===== src/rtl/array_feeder.sv =====
// array_feeder: FIFO-buffered row feeder that issues rows onto skewed north-edge channels.
module array_feeder #(
    parameter int data_size = 8,
    parameter int channels  = 4,
    parameter int depth     = 8,
    parameter int skew      = 1
) (
    input  logic                            clk,
    input  logic                            rst,
    input  logic                            in_valid,
    output logic                            in_ready,
    input  logic [channels*data_size-1:0]   in_data,
    input  logic                            start,
    output logic                            busy,
    output logic                            done,
    output logic [$clog2(depth+1)-1:0]      level,
    output logic [channels-1:0]             fill_o,
    output logic [channels*data_size-1:0]   data_o
);
    localparam int AW   = $clog2(depth);
    localparam int LW   = $clog2(depth + 1);
    localparam int LAST = (channels - 1) * skew;
    localparam int CW   = $clog2(LAST + 2);
    localparam int RW   = channels * data_size;

    typedef enum logic [1:0] {IDLE, RUN, DRAIN} state_t;

    state_t          state_q, state_d;
    logic [RW-1:0]   mem_q [depth];
    logic [AW-1:0]   wptr_q, rptr_q;
    logic [LW-1:0]   level_q;
    logic [CW-1:0]   cnt_q, cnt_d;
    logic            done_q, done_d;
    logic            vld0_q;
    logic [RW-1:0]   row0_q;
    logic            push, pop;

    assign in_ready = (state_q == IDLE) && (level_q < LW'(depth));
    assign push     = in_valid && in_ready;
    assign pop      = (state_q == RUN);
    assign busy     = (state_q != IDLE);
    assign done     = done_q;
    assign level    = level_q;

    // DRAIN waits until the most-delayed channel has emitted the final row
    always_comb begin
        state_d = state_q;
        cnt_d   = cnt_q;
        done_d  = 1'b0;
        case (state_q)
            IDLE:    if (start && level_q != '0) state_d = RUN;
            RUN: begin
                if (level_q == LW'(1)) begin
                    state_d = DRAIN;
                    cnt_d   = '0;
                end
            end
            DRAIN: begin
                if (cnt_q == CW'(LAST)) begin
                    state_d = IDLE;
                    done_d  = 1'b1;
                end else begin
                    cnt_d = cnt_q + 1'b1;
                end
            end
            default: state_d = IDLE;
        endcase
    end

    always_ff @(posedge clk) begin
        if (rst) begin
            state_q <= IDLE;
            wptr_q  <= '0;
            rptr_q  <= '0;
            level_q <= '0;
            cnt_q   <= '0;
            done_q  <= 1'b0;
            vld0_q  <= 1'b0;
            row0_q  <= '0;
        end else begin
            state_q <= state_d;
            cnt_q   <= cnt_d;
            done_q  <= done_d;
            if (push) wptr_q <= wptr_q + 1'b1;
            if (pop) rptr_q <= rptr_q + 1'b1;
            level_q <= level_q + LW'(push) - LW'(pop);
            vld0_q  <= pop;
            row0_q  <= pop ? mem_q[rptr_q] : '0;
        end
    end

    always_ff @(posedge clk) begin
        if (push) mem_q[wptr_q] <= in_data;
    end

    // Channel c sees stage 0 delayed by a further c*skew registers; idle slots carry zero data
    for (genvar c = 0; c < channels; c++) begin : g_ch
        if (c * skew == 0) begin : g_direct
            assign fill_o[c]                        = vld0_q;
            assign data_o[c*data_size +: data_size] = row0_q[c*data_size +: data_size];
        end else begin : g_delay
            logic [data_size:0] dly_q [c*skew];
            always_ff @(posedge clk) begin
                if (rst) begin
                    for (int i = 0; i < c * skew; i++) dly_q[i] <= '0;
                end else begin
                    dly_q[0] <= {vld0_q, row0_q[c*data_size +: data_size]};
                    for (int i = 1; i < c * skew; i++) dly_q[i] <= dly_q[i-1];
                end
            end
            assign {fill_o[c], data_o[c*data_size +: data_size]} = dly_q[c*skew-1];
        end
    end
endmodule


===== config.mk =====
export PLATFORM = sky130hd
export DESIGN_NAME = array_feeder
export DESIGN_NICKNAME = d
export VERILOG_FILES = /design/src/rtl/array_feeder.sv
export SDC_FILE = /design/constraint.sdc
export NUM_CORES = 1
export LEC_CHECK = 0
export ABC_AREA = 1
export BUFFER_PORTS_ARGS = -buffer_cell sky130_fd_sc_hd__buf_2
export CAP_MARGIN = 20
export CORE_MARGIN = 5
export CORE_UTILIZATION = 35
export CTS_CLUSTER_SIZE = 40
export DETAILED_ROUTE_END_ITERATION = 6
export GPL_TIMING_DRIVEN = 0
export PLACE_DENSITY_LB_ADDON = 0.12
export SLEW_MARGIN = 20
export SYNTH_ARGS = -nofsm -noshare
export SYNTH_HDL_FRONTEND = slang
export SYNTH_SLANG_ARGS = --single-unit

===== constraint.sdc =====
create_clock -name clk -period 9.7 [get_ports clk]
set_clock_uncertainty 0.05 [all_clocks]
set_input_delay 2.425 -clock clk [delete_from_list [all_inputs] [get_ports clk]]
set_output_delay 2.425 -clock clk [all_outputs]
set_load 0.05 [all_outputs]

# ---- Word level (Yosys, flattened, before mapping)
# Memories as Yosys holds them, arrays and structs flattened. A register that Yosys moved wholly into a read port is not among the register bits.
# Cells that the tools add are included.
# Widths: inputs -> output; s select.
dict set report word_totals {
  regBits 17
  ramBits 310
  input_bits 36
  word_cells 64
  memories 4
}
dict set report classes {
  add_sub_neg 5
  order_cmp 1
  eq_ne 8
  n_mux 20
  bitwise_logic 7
  n_reduce_logical 12
}
# memory depth word_bits rd rd_ports_with_merged_regs write_ports line_no
set mem_list {}
lappend mem_list {mem_q 8 32 1 1 1 29} ;# logic [RW-1:0] mem_q [depth];
lappend mem_list {{g_ch[3].g_delay.dly_q} 3 9 3 0 3 102} ;# logic [data_size:0] dly_q [c*skew];
lappend mem_list {{g_ch[2].g_delay.dly_q} 2 9 2 0 2 102}
lappend mem_list {{g_ch[1].g_delay.dly_q} 1 9 1 0 1 102}
# op count
set op_table {}
lappend op_table {{$mux 9} 6}
lappend op_table {{$add 3x1->3 const B} 3}
lappend op_table {{$reduce_or 9->1} 1}
lappend op_table {{$mux 1} 7}
lappend op_table {{$mux 2} 3}
lappend op_table {{$mux 3} 2}
lappend op_table {{$pmux 2 s3} 1}
lappend op_table {{$pmux 3 s2} 1}
lappend op_table {{$reduce_and 3->1} 2}
lappend op_table {{$or 1x1->1} 5}
lappend op_table {{$add 4x1->4} 1}
lappend op_table {{$eq 4x1->1 const B} 1}
lappend op_table {{$lt 4x4->1 const B} 1}
lappend op_table {{$ne 2x1->1 const B} 2}
lappend op_table {{$ne 2x2->1 const B} 2}
lappend op_table {{$reduce_bool 2->1} 2}
lappend op_table {{$reduce_bool 4->1} 1}
lappend op_table {{$reduce_or 2->1} 2}
lappend op_table {{$sub 4x1->4} 1}
lappend op_table {{$eq 3x2->1 const B} 1}
lappend op_table {{$logic_and 1x1->1} 3}
lappend op_table {{$eq 2x1->1 const B} 1}
lappend op_table {{$eq 2x2->1 const B} 1}
lappend op_table {{$logic_not 2->1} 1}
lappend op_table {{$not 1->1} 2}

# ---- Logic depth before layout (Yosys ltp)
# Gate-level depths: netlist of run 1.
dict set report depth {
  word_depth 5
  mapped_depth 10
  mapped_depth_nobuf 10
}

# ---- Worst setup path before layout of run 1
# Ideal clock, no wire load.
dict set report synth_timing {
  path_type {in2reg}
  start {input port in_valid}
  end {memory mem_q[0][0] (netlist name), enable pin}
  setup_time_ns 0.461
  arrival_ns 5.007
  setup_slack_ns 4.182
  stages 4
  path_buffers 0
  path_cell_list {nand3_1 inv_1 nand2_1 nor3_1}
}
dict set report synth_between {
  elab_chain_cells 3
}
# element line_no
set synth_lines {}
lappend synth_lines {{start: declaration} 10} ;# input logic in_valid,
lappend synth_lines {{$logic_and 1x1->1} 39} ;# assign push = in_valid && in_ready;
lappend synth_lines {{$mux 1} 93} ;# if (push) mem_q[wptr_q] <= in_data;
lappend synth_lines {{$mux 1 (implied by the code)} 93}
lappend synth_lines {{end: declaration} 29}
# Every way passes these cells.

# ---- Worst setup path in the final report of run 1
dict set report layout_timing {
  start {input port in_valid}
  end {memory mem_q[0][2] (netlist name), enable pin}
}
# Same word-level chain as after synthesis.

==> flow_metrics.env, run 1 <==
export IMPL_status="completed"
export IMPL_n_antenna_cell=0
export IMPL_tightest_slew_ns=0.857
export IMPL_ys_ff_latch=356
export IMPL_hold_end="g_ch[2].g_delay.dly_q[0][10]"
export IMPL_drc=0
export IMPL_final_antenna_net_count=0
export IMPL_row_count=74
export IMPL_hp_start="g_ch[2].g_delay.dly_q[0][1]"
export IMPL_grt_antenna_before_repair=1
export IMPL_area_growth_pct=17.8
export IMPL_post_cts_buffers=0
export IMPL_fin_nets=1619
export IMPL_ctsLongestPathBuffers=3
export IMPL_seq_area_frac_synth_pct=67.9
export IMPL_syn_area_per_cell_um2=9.91
export IMPL_period_share_pct=44.1
export IMPL_maxSlewViolCount=0
export IMPL_cts_tree="built"
export IMPL_synth_top_area_share_pct=53.9
export IMPL_final_common_cell="nand2_1"
export IMPL_ys_top_cells_by_area="edfxtp_1, dfxtp_1, nand2_1"
export IMPL_reg2reg_to="mem_q[0][2]"
export IMPL_startpoint_type="input pin"
export IMPL_multi_input_area_um2=2920
export IMPL_routed_wl_mm=33.8
export IMPL_clk_latency_ns=0.53
export IMPL_grt_pass1_wl_mm=51.7
export IMPL_max_freq_mhz=234
export IMPL_mostFrequentLayoutCells="nand2_1, inv_1, edfxtp_1"
export IMPL_critical_path_class="in -> reg"
export IMPL_hold_buffers=0
export IMPL_clkPwrFrac_pct=33.2
export IMPL_grt_pass1_vias=8740
export IMPL_rr_worst_depth=8
export IMPL_cts_buffers=40
export IMPL_worstPathMaxFanout=8
export IMPL_switching_share_pct=32.0
export IMPL_min_path_type="reg -> reg"
export IMPL_core_um2=40600
export IMPL_overflow=0
export IMPL_synth_cells=1440
export IMPL_synth_largest_area_cell="edfxtp_1"
export IMPL_slew_headroom_pct=42.9
export IMPL_drt_iter0_drc=452
export IMPL_cap_violations=0
export IMPL_vias=9136
export IMPL_synth_fp_nets=1486
export IMPL_total_power_uw=4240
export IMPL_whs_path_depth=2
export IMPL_fillers=3952
export IMPL_wl_per_cell_um=15.8
export IMPL_synth_warnings=0
export IMPL_path_clk_slew_ns=0.06
export IMPL_dpl_hpwl_mm=22.1
export IMPL_track_usage_pct=15.3
export IMPL_start_util_pct=35.2
export IMPL_drt_pass1_iterations=5
export IMPL_period_needed_ns=4.28
export IMPL_regArea_um2=9690
export IMPL_synth_distinct_cells=24
export IMPL_syn_area_um2=14300
export IMPL_cts_htree_levels=2
export IMPL_die_w_um=212
export IMPL_p_int_uw=2890
export IMPL_switchingPower_uw=1360
export IMPL_cts_resized=0
export IMPL_vias_per_cell=4.28
export IMPL_rsz0062_at_grt="false"
export IMPL_drive_gt1_share_pct=14.1
export IMPL_cp_arrival_ns=4.46
export IMPL_worstSetupEndpointType="flop"
export IMPL_dieArea_um2=44900
export IMPL_port_buffer_count=77
export IMPL_comb_power_share_pct=24.4
export IMPL_gp_congestion=0.760
export IMPL_leakage_uw=0.00744
export IMPL_grt_max_degree=19
export IMPL_numClockSinks=356
export IMPL_ir_worst_vdd_uv=119
export IMPL_required_ns=9.88
export IMPL_fin_tns_setup_ns=0
export IMPL_power_frac_seq_pct=42.4
export IMPL_io_pins=79
export IMPL_r2r_start="state_q[1]"
export IMPL_cts_root_buffer="clkbuf_16"
export IMPL_setup_viol=0
export IMPL_reg2reg_slack_ns=6.88
export IMPL_hold_viol_final=0
export IMPL_p_per_area_nw_per_um2=252
export IMPL_die_y_um=212
==> power by group through the flow <==
stage          sequential (uW)  combinational, uW  clock, uW
2_1_floorplan             1860                655          0
3_3_place_gp              1840               1020          0
3_5_place_dp              1830               1050          0
6_report                  1800               1030       1410
4_1_cts                   1800               1060       1450
5_1_grt                   1810               1170       1510
==> sequential cells by signal, indices dropped and copies added (netlist names) <==
name,cells
mem_q,256
g_ch.g_delay.dly_q,51
level,4
vld0_q,1
row0_q,32
state_q,2
wptr_q,3
cnt_q,3
done,1
rptr_q,3
==> critical path: stages <==
cell and delay, ns:
buf_2 0.08, nand3_1 0.21, inv_1 0.16, nand2_1 0.24, nor3_2 0.62, buf_4 0.32
buf_6 0.18, buf_4 0.20
==> layer usage <==
layer	vias to the layer above	wire length, um	global-route usage [%]
met3	59	1550	2.21
met5	-	7	0
met4	2	820	4.71
li1	4687	-	-
met1	4196	15500	20.9
met2	192	15900	25.3
==> through the flow <==
step	hold slack [ns]	instance area [um^2]	util [%]	cells	setup WS, ns
2_1_floorplan	0.338	14300	-	1440	4.18
3_3_place_gp	0.339	15300	37.8	2049	1.30
3_5_place_dp	0.342	15600	38.5	2063	4.79
4_1_cts	0.350	16800	41.5	2135	5.36
5_1_grt	0.370	16800	41.5	2135	5.26
6_report	0.348	16800	41.5	2135	5.42
==> worst max-delay path by stage <==
| stage | to | cells past startpoint | startpoint |
|---|---|---|---|
| 6_report | mem_q[0][2] | 8 | in_valid |
| 5_1_grt | mem_q[0][3] | 8 | in_valid |
| 4_1_cts | mem_q[0][3] | 8 | in_valid |
| 3_5_place_dp | mem_q[0][2] | 8 | in_valid |
| 3_3_place_gp | mem_q[0][2] | 5 | in_valid |
| 2_1_floorplan | mem_q[0][0] | 4 | in_valid |
==> cell usage after synthesis <==
cell type and n:
nor2_2 1, o31ai_1 1, fa_1 1, xor2_1 1, inv_1 326, nand2_1 335
o21ai_0 4, dfxtp_1 100, or2_2 1, nand3_1 167, inv_2 2, buf_4 28
xnor2_1 1, ha_1 9, nor4_1 1, nor2_1 129, a21oi_1 12, nor3_1 2
clkbuf_1 13, buf_1 4, nand4_1 3, edfxtp_1 256, nand2_2 1, buf_2 42
==> kinds of logic (layout without fill, tap and decap cells) <==
logic type	count (synthesis)	after routing	synth area share, %
AOI/OAI and AO/OA	17	17	0.614
xor gates and xnor gates	2	2	0.123
adders and majority gates	10	10	0.929
buffers and inverters	415	578	12.0
DFF	356	356	67.9
and+or+nand+nor	640	640	18.4
==> layout make-up <==
type | count | share of cell area, %
Buffer | 87 | 2.88
Clock buffer | 61 | 6.73
Clock inverter | 11 | 0.491
Inverter | 328 | 7.32
Multi-Input combinational cell | 669 | 17.4
Sequential cell | 356 | 57.6
Tap cell | 532 | 3.96
Timing Repair Buffer | 91 | 3.59
Note: power is estimated with default switching activity, not from simulation.
==> run 2: changes to the inputs <==
--- a/config.mk
+++ b/config.mk
@@ -5,7 +5,7 @@
 export SDC_FILE = /design/constraint.sdc
 export NUM_CORES = 1
 export LEC_CHECK = 0
-export ABC_AREA = 1
+export ABC_AREA = 0
 export BUFFER_PORTS_ARGS = -buffer_cell sky130_fd_sc_hd__buf_2
 export CAP_MARGIN = 20
 export CORE_MARGIN = 5
==> constraint.sdc (replaced) <==
create_clock -name clk -period 4 [get_ports clk]
set_clock_uncertainty 0.05 [all_clocks]
set_input_delay 1 -clock clk [delete_from_list [all_inputs] [get_ports clk]]
set_output_delay 1 -clock clk [all_outputs]
set_load 0.05 [all_outputs]
==> flow_metrics.env, run 2 <==
export IMPL_core_um2=36600
export IMPL_gp_congestion=0.672
export IMPL_p_per_area_nw_per_um2=614
export IMPL_worstPathMaxFanout=7
export IMPL_numClockSinks=356
export IMPL_regArea_um2=9690
export IMPL_cts_resized=0
export IMPL_overflow=0
export IMPL_synth_compound_area_share_pct=4.26
export IMPL_switching_share_pct=26.2
export IMPL_syn_area_um2=13000
export IMPL_period_needed_ns=2.64
export IMPL_dp_cells=1345
export IMPL_worstSetupEndpointType="output pin"
export IMPL_synth_largest_area_cell="edfxtp_1"
export IMPL_switchingPower_uw=2520
export IMPL_yosys_top_cells_count="edfxtp_1, mux2i_1, dfxtp_1"
export IMPL_io_pins=79
export IMPL_row_count=70
export IMPL_tightest_slew_ns=0.939
export IMPL_r2r_start="state_q[0]"
export IMPL_synth_simple_gate_area_share_pct=5.95
export IMPL_required_ns=2.95
export IMPL_synth_xor_area_share_pct=0.203
export IMPL_synth_fp_nets=827
export IMPL_ir_worst_vdd_uv=289
export IMPL_cap_violations=0
export IMPL_fin_area_um2=15700
export IMPL_min_path_type="reg -> reg"
export IMPL_setup_viol=0
export IMPL_synth_top_family_by_area="multiplexers"
export IMPL_final_antenna_net_count=0
export IMPL_critical_path_class="reg -> out"
export IMPL_status="completed"
export IMPL_cts_htree_levels=2
export IMPL_drive_gt1_share_pct=23.5
export IMPL_largest_register="mem_q"
export IMPL_drc=0
export IMPL_max_freq_mhz=379
export IMPL_area_growth_pct=21.1
export IMPL_fillers=3276
export IMPL_multi_input_area_um2=2860
export IMPL_period_share_pct=65.9
export IMPL_cp_arrival_ns=1.59
export IMPL_drt_iter0_drc=300
export IMPL_synthArstFlopShare_pct=0
export IMPL_vias_per_cell=4.68
export IMPL_fin_tns_setup_ns=0
export IMPL_leakage_uw=0.00560
export IMPL_synth_mux_area_fraction_pct=10.1
export IMPL_synth_ff_type="edfxtp_1"
export IMPL_final_util_pct=42.9
export IMPL_drt_pass1_iterations=5
export IMPL_reg_top3="mem_q x256, g_ch.g_delay.dly_q x51, row0_q x32"
export IMPL_fin_nets=965
export IMPL_post_cts_buffers=0
export IMPL_synth_distinct_cells=37
export IMPL_crit_start="state_q[0]"
export IMPL_synth_warnings=0
export IMPL_wl_per_cell_um=19.9
export IMPL_ys_top_cells_by_area="edfxtp_1, dfxtp_1, mux2i_1"
export IMPL_start_util_pct=35.4
export IMPL_hold_viol_final=0
export IMPL_largest_register_ffs=256
export IMPL_grt_pass1_vias=6782
export IMPL_reg2reg_slack_ns=1.49
export IMPL_grt_pass1_wl_mm=42.6
export IMPL_vias=6623
export IMPL_grt_antenna_before_repair=5
export IMPL_cts_root_buffer="clkbuf_16"
export IMPL_synth_edf_count=256
export IMPL_final_cell_count_no_fill=1416
export IMPL_dpl_hpwl_mm=18.3
export IMPL_ys_ff_latch=356
export IMPL_syn_area_per_cell_um2=16.6
export IMPL_die_y_um=202
export IMPL_clk_latency_ns=0.51
export IMPL_routed_wl_mm=28.2
export IMPL_mostFrequentLayoutCells="edfxtp_1, mux2i_1, dfxtp_1"
export IMPL_rsz0062_at_grt="false"
export IMPL_n_antenna_cell=0
export IMPL_cts_buffers=40
export IMPL_startpoint_type="flop"
export IMPL_cts_tree="built"
export IMPL_synth_top_area_share_pct=59.3
export IMPL_dieArea_um2=41000
export IMPL_die_w_um=202
export IMPL_yosysMostFrequentCell="edfxtp_1"
export IMPL_hold_buffers=0
export IMPL_maxSlewViolCount=0
export IMPL_comb_power_share_pct=19.1
export IMPL_total_power_uw=9630
export IMPL_rr_worst_depth=5
export IMPL_dpl_cell_area_um2=14400
export IMPL_seq_area_frac_synth_pct=74.8
export IMPL_synth_fa_ha_area_share_pct=1.02
export IMPL_hp_start="row0_q[27]"
export IMPL_track_usage_pct=13.6
export IMPL_synth_cells=781
export IMPL_clkPwrFrac_pct=36.2
export IMPL_ctsLongestPathBuffers=3
export IMPL_final_common_cell="edfxtp_1"
export IMPL_whs_path_depth=1
export IMPL_reg2reg_to="mem_q[1][1]"
export IMPL_slew_headroom_pct=37.4
export IMPL_power_frac_seq_pct=44.7
export IMPL_path_clk_slew_ns=0.06
export IMPL_port_buffer_count=78
export IMPL_hold_end="g_ch[3].g_delay.dly_q[0][3]"
export IMPL_p_int_uw=7110
export IMPL_grt_max_degree=17
[run 2: cell types whose count changed in the layout (fill, tap and decap cells not counted), moves of 57 or more]
cell | previous run | this run
a22oi_1 | 0 | 64
nand3_1 | 167 | 0
nor2b_1 | 0 | 57
inv_1 | 326 | 8
mux2i_1 | 0 | 129
nand2_1 | 335 | 5
nor2_1 | 123 | 9
[run 2: final cells by class]
cell class	instances	area share (%)
well taps	468	3.73
inverters	10	0.239
plain buffers	69	2.77
multi-input cells	346	18.2
flip-flops and latches	356	61.7
clock buffers	63	7.97
repair buffers	96	5.06
clock inverters	8	0.239
[run 2: logic make-up after synthesis]
family	count (synthesis)
flip-flops	356
multiplexers	131
AND/OR/NAND/NOR	127
buffers and inverters	79
AO/OA/AOI/OAI	75
adder cells (fa/ha/maj)	10
XOR/XNOR	3
[run 2: power by group through the flow]
stage               logic [uW]  clock network (uW)  registers, uW
floorplan                 1230                   0           4430
global placement          1790                   0           4400
detailed placement        1880                   0           4390
CTS                       1880                3590           4310
global route              2000                3740           4330
finish                    1840                3480           4310
[run 2: worst max path at each step]
stage / to / slack, ns
2_1_floorplan: mem_q[6][0] / 0.59
3_3_place_gp: mem_q[2][4] / -1.29
3_5_place_dp: mem_q[1][3] / 0.90
4_1_cts: in_ready / 1.33
5_1_grt: in_ready / 1.25
6_report: in_ready / 1.36
[run 2: per-stage QoR]
step / hold WS [ns] / worst slack (ns)
floorplan: 0.364 / 0.588
global placement: 0.369 / -1.29
detailed placement: 0.372 / 0.896
CTS: 0.385 / 1.33
global route: 0.400 / 1.25
finish: 0.382 / 1.36
[run 2: per-layer routing]
| metal | up-vias | global-route usage, % | share of wire, % |
|---|---|---|---|
| li1 | 3188 | - | - |
| met1 | 3233 | 18.4 | 45 |
| met4 | 6 | 3.49 | 2.1 |
| met5 | - | 0 | 0.099 |
| met2 | 141 | 22.8 | 48 |
| met3 | 55 | 2.68 | 4.7 |
[run 2: worst max-delay path, cell delays in order, from the launching register on]
cell	delay [ns]
dfxtp_1	0.39
or2_2	0.34
nor2_1	0.08
buf_2	0.26
==> run 3: changes to the inputs <==
==> constraint.sdc (replaced) <==
create_clock -name clk -period 2.29 [get_ports clk]
set_clock_uncertainty 0.05 [all_clocks]
set_input_delay 0.5725 -clock clk [delete_from_list [all_inputs] [get_ports clk]]
set_output_delay 0.5725 -clock clk [all_outputs]
set_load 0.05 [all_outputs]
==> flow_metrics.env, run 3 (synthesis results as in run 2) <==
export IMPL_switchingPower_uw=4420
export IMPL_worstSetupEndpointType="flop"
export IMPL_path_depth=5
export IMPL_drt_iter0_drc=238
export IMPL_grt_pass1_wl_mm=42.6
export IMPL_cap_violations=0
export IMPL_min_path_type="in -> reg"
export IMPL_endpoint="mem_q[6][4]"
export IMPL_start_util_pct=35.4
export IMPL_numClockSinks=356
export IMPL_row_count=70
export IMPL_grt_antenna_before_repair=4
export IMPL_cp_top_family="simple AND/OR/NAND/NOR gates"
export IMPL_switching_share_pct=26.4
export IMPL_port_buffer_count=78
export IMPL_ctsLongestPathBuffers=3
export IMPL_n_antenna_cell=0
export IMPL_mostFrequentLayoutCells="edfxtp_1, mux2i_1, dfxtp_1"
export IMPL_path_clk_slew_ns=0.06
export IMPL_cts_tree="built"
export IMPL_grt_pass1_vias=6723
export IMPL_p_per_area_nw_per_um2=1070
export IMPL_comb_power_share_pct=19.5
export IMPL_io_pins=79
export IMPL_fin_tns_setup_ns=0
export IMPL_reg_top3="mem_q x256, g_ch.g_delay.dly_q x51, row0_q x32"
export IMPL_required_ns=2.45
export IMPL_cp_arrival_ns=2.35
export IMPL_final_common_cell="edfxtp_1"
export IMPL_whs_path_depth=1
export IMPL_busiest_layer="met2"
export IMPL_cpMaxStageDelayCell="nor4b_4"
export IMPL_rr_worst_depth=5
export IMPL_tightest_slew_ns=0.888
export IMPL_largest_register="mem_q"
export IMPL_critical_path_class="reg -> reg"
export IMPL_cts_root_buffer="clkbuf_16"
export IMPL_cts_buffers=39
export IMPL_setup_viol=0
export IMPL_vias_per_cell=4.65
export IMPL_fin_nets=973
export IMPL_startpoint_type="flop"
export IMPL_drive_gt1_share_pct=24.8
export IMPL_worstPathMaxFanout=15
export IMPL_grt_met3_usage_pct=2.82
export IMPL_period_needed_ns=2.19
export IMPL_reg2reg_slack_ns=0.10
export IMPL_grt_max_degree=20
export IMPL_vias=6630
export IMPL_track_usage_pct=13.8
export IMPL_crit_start="state_q[0]"
export IMPL_hold_viol_final=0
export IMPL_cts_htree_levels=2
export IMPL_cpPeakStageDelay_ns=0.39
export IMPL_hold_buffers=0
export IMPL_die_y_um=202
export IMPL_gp_congestion=0.690
export IMPL_routed_wl_mm=28.6
export IMPL_dieArea_um2=41000
export IMPL_power_frac_seq_pct=45.0
export IMPL_largest_register_ffs=256
export IMPL_period_share_pct=95.5
export IMPL_final_antenna_net_count=0
export IMPL_clkPwrFrac_pct=35.5
export IMPL_max_freq_mhz=457
export IMPL_p_int_uw=12300
export IMPL_path_cells="nor4b_4 > or2b_4 > nor2_4 > buf_16 > buf_16"
export IMPL_fin_area_um2=15700
export IMPL_grtUsageMet1_pct=18.9
export IMPL_r2r_start="state_q[0]"
export IMPL_clk_latency_ns=0.51
export IMPL_drt_pass1_iterations=4
export IMPL_use_met2_pct=22.6
export IMPL_drc=0
export IMPL_ir_worst_vdd_uv=431
export IMPL_maxSlewViolCount=0
export IMPL_dpl_cell_area_um2=14400
export IMPL_core_um2=36600
export IMPL_crit_path_frequent_cell="buf_16"
export IMPL_leakage_uw=0.00562
export IMPL_slew_headroom_pct=40.8
export IMPL_whs_ns=0.278
export IMPL_rsz0062_at_grt="false"
export IMPL_reg2reg_to="mem_q[6][4]"
export IMPL_path_buf_inv=2
export IMPL_die_w_um=202
export IMPL_status="completed"
export IMPL_area_growth_pct=21.2
export IMPL_overflow=0
export IMPL_wl_per_cell_um=20.0
export IMPL_dpl_hpwl_mm=18.0
run 3: cell count changes in the layout (fill, tap and decap cells not counted), moves of 3 or more:
| cell | change |
|---|---|
| buf_4 | +9 |
| clkbuf_8 | -5 |
| buf_12 | +4 |
| buf_16 | -3 |
| dfxtp_1 | -3 |
run 3: per-stage QoR:
step           cells  worst slack (ns)  util, %  power (uW)
3_5_place_dp    1343            -0.278     39.2       10900
5_1_grt         1425           0.00668     42.9       17500
6_report        1425             0.103     42.9       16700
2_1_floorplan    781            -0.188        -        9920
4_1_cts         1422            0.0215     42.8       17000
3_3_place_gp    1327             -1.48     38.2       10800
run 3: final cells by class:
class | instances | area [um^2]
clock buffer | 58 | 1150
buffer | 69 | 434
inverter | 10 | 37.5
multi-input combinational | 346 | 2870
fill | 3332 | 20900
clock inverter | 13 | 90.1
sequential | 356 | 9700
timing repair buffer | 105 | 848
tap | 468 | 586
run 3: worst min path at each step:
stage                                            from                      endpoint
after floorplan                             row0_q[8]   g_ch[1].g_delay.dly_q[0][0]
after global placement    g_ch[3].g_delay.dly_q[0][7]  g_ch[3].g_delay.dly_q[0][16]
after detailed placement                   row0_q[21]   g_ch[2].g_delay.dly_q[0][5]
after CTS                                 in_data[21]                  mem_q[6][21]
after global routing                      in_data[16]                  mem_q[2][16]
final                                     in_data[21]                  mem_q[0][21]
run 3: power by group through the flow:
stage                     clock [uW]  combinational (uW)  sequential (uW)
after CTS                       6140                3310             7530
after global placement             0                3130             7670
final                           5950                3270             7530
after floorplan                    0                2170             7740
after detailed placement           0                3270             7660
after global routing            6400                3530             7570
run 3: what timing repair did:
action / in CTS / in global routing
gates resized for setup: 1 / 4
endpoints found under the setup margin: 118 / 32
setup buffers: 8 / 3
endpoints found under the hold margin: 0 / 0
pin swaps: 7 / 4
run 3: metal layers:
layer	share of wire [%]	wire, um
met1	47	13300
met2	47	13500
met3	3.9	1100
met4	2.1	608
met5	0.12	34
run 3: worst reg2reg max path, cell delays in order (launching register included):
cell,delay [ns]
dfxtp_4,0.37
nor4b_4,0.39
or2b_4,0.38
nor2_4,0.30
buf_16,0.21
buf_16,0.18
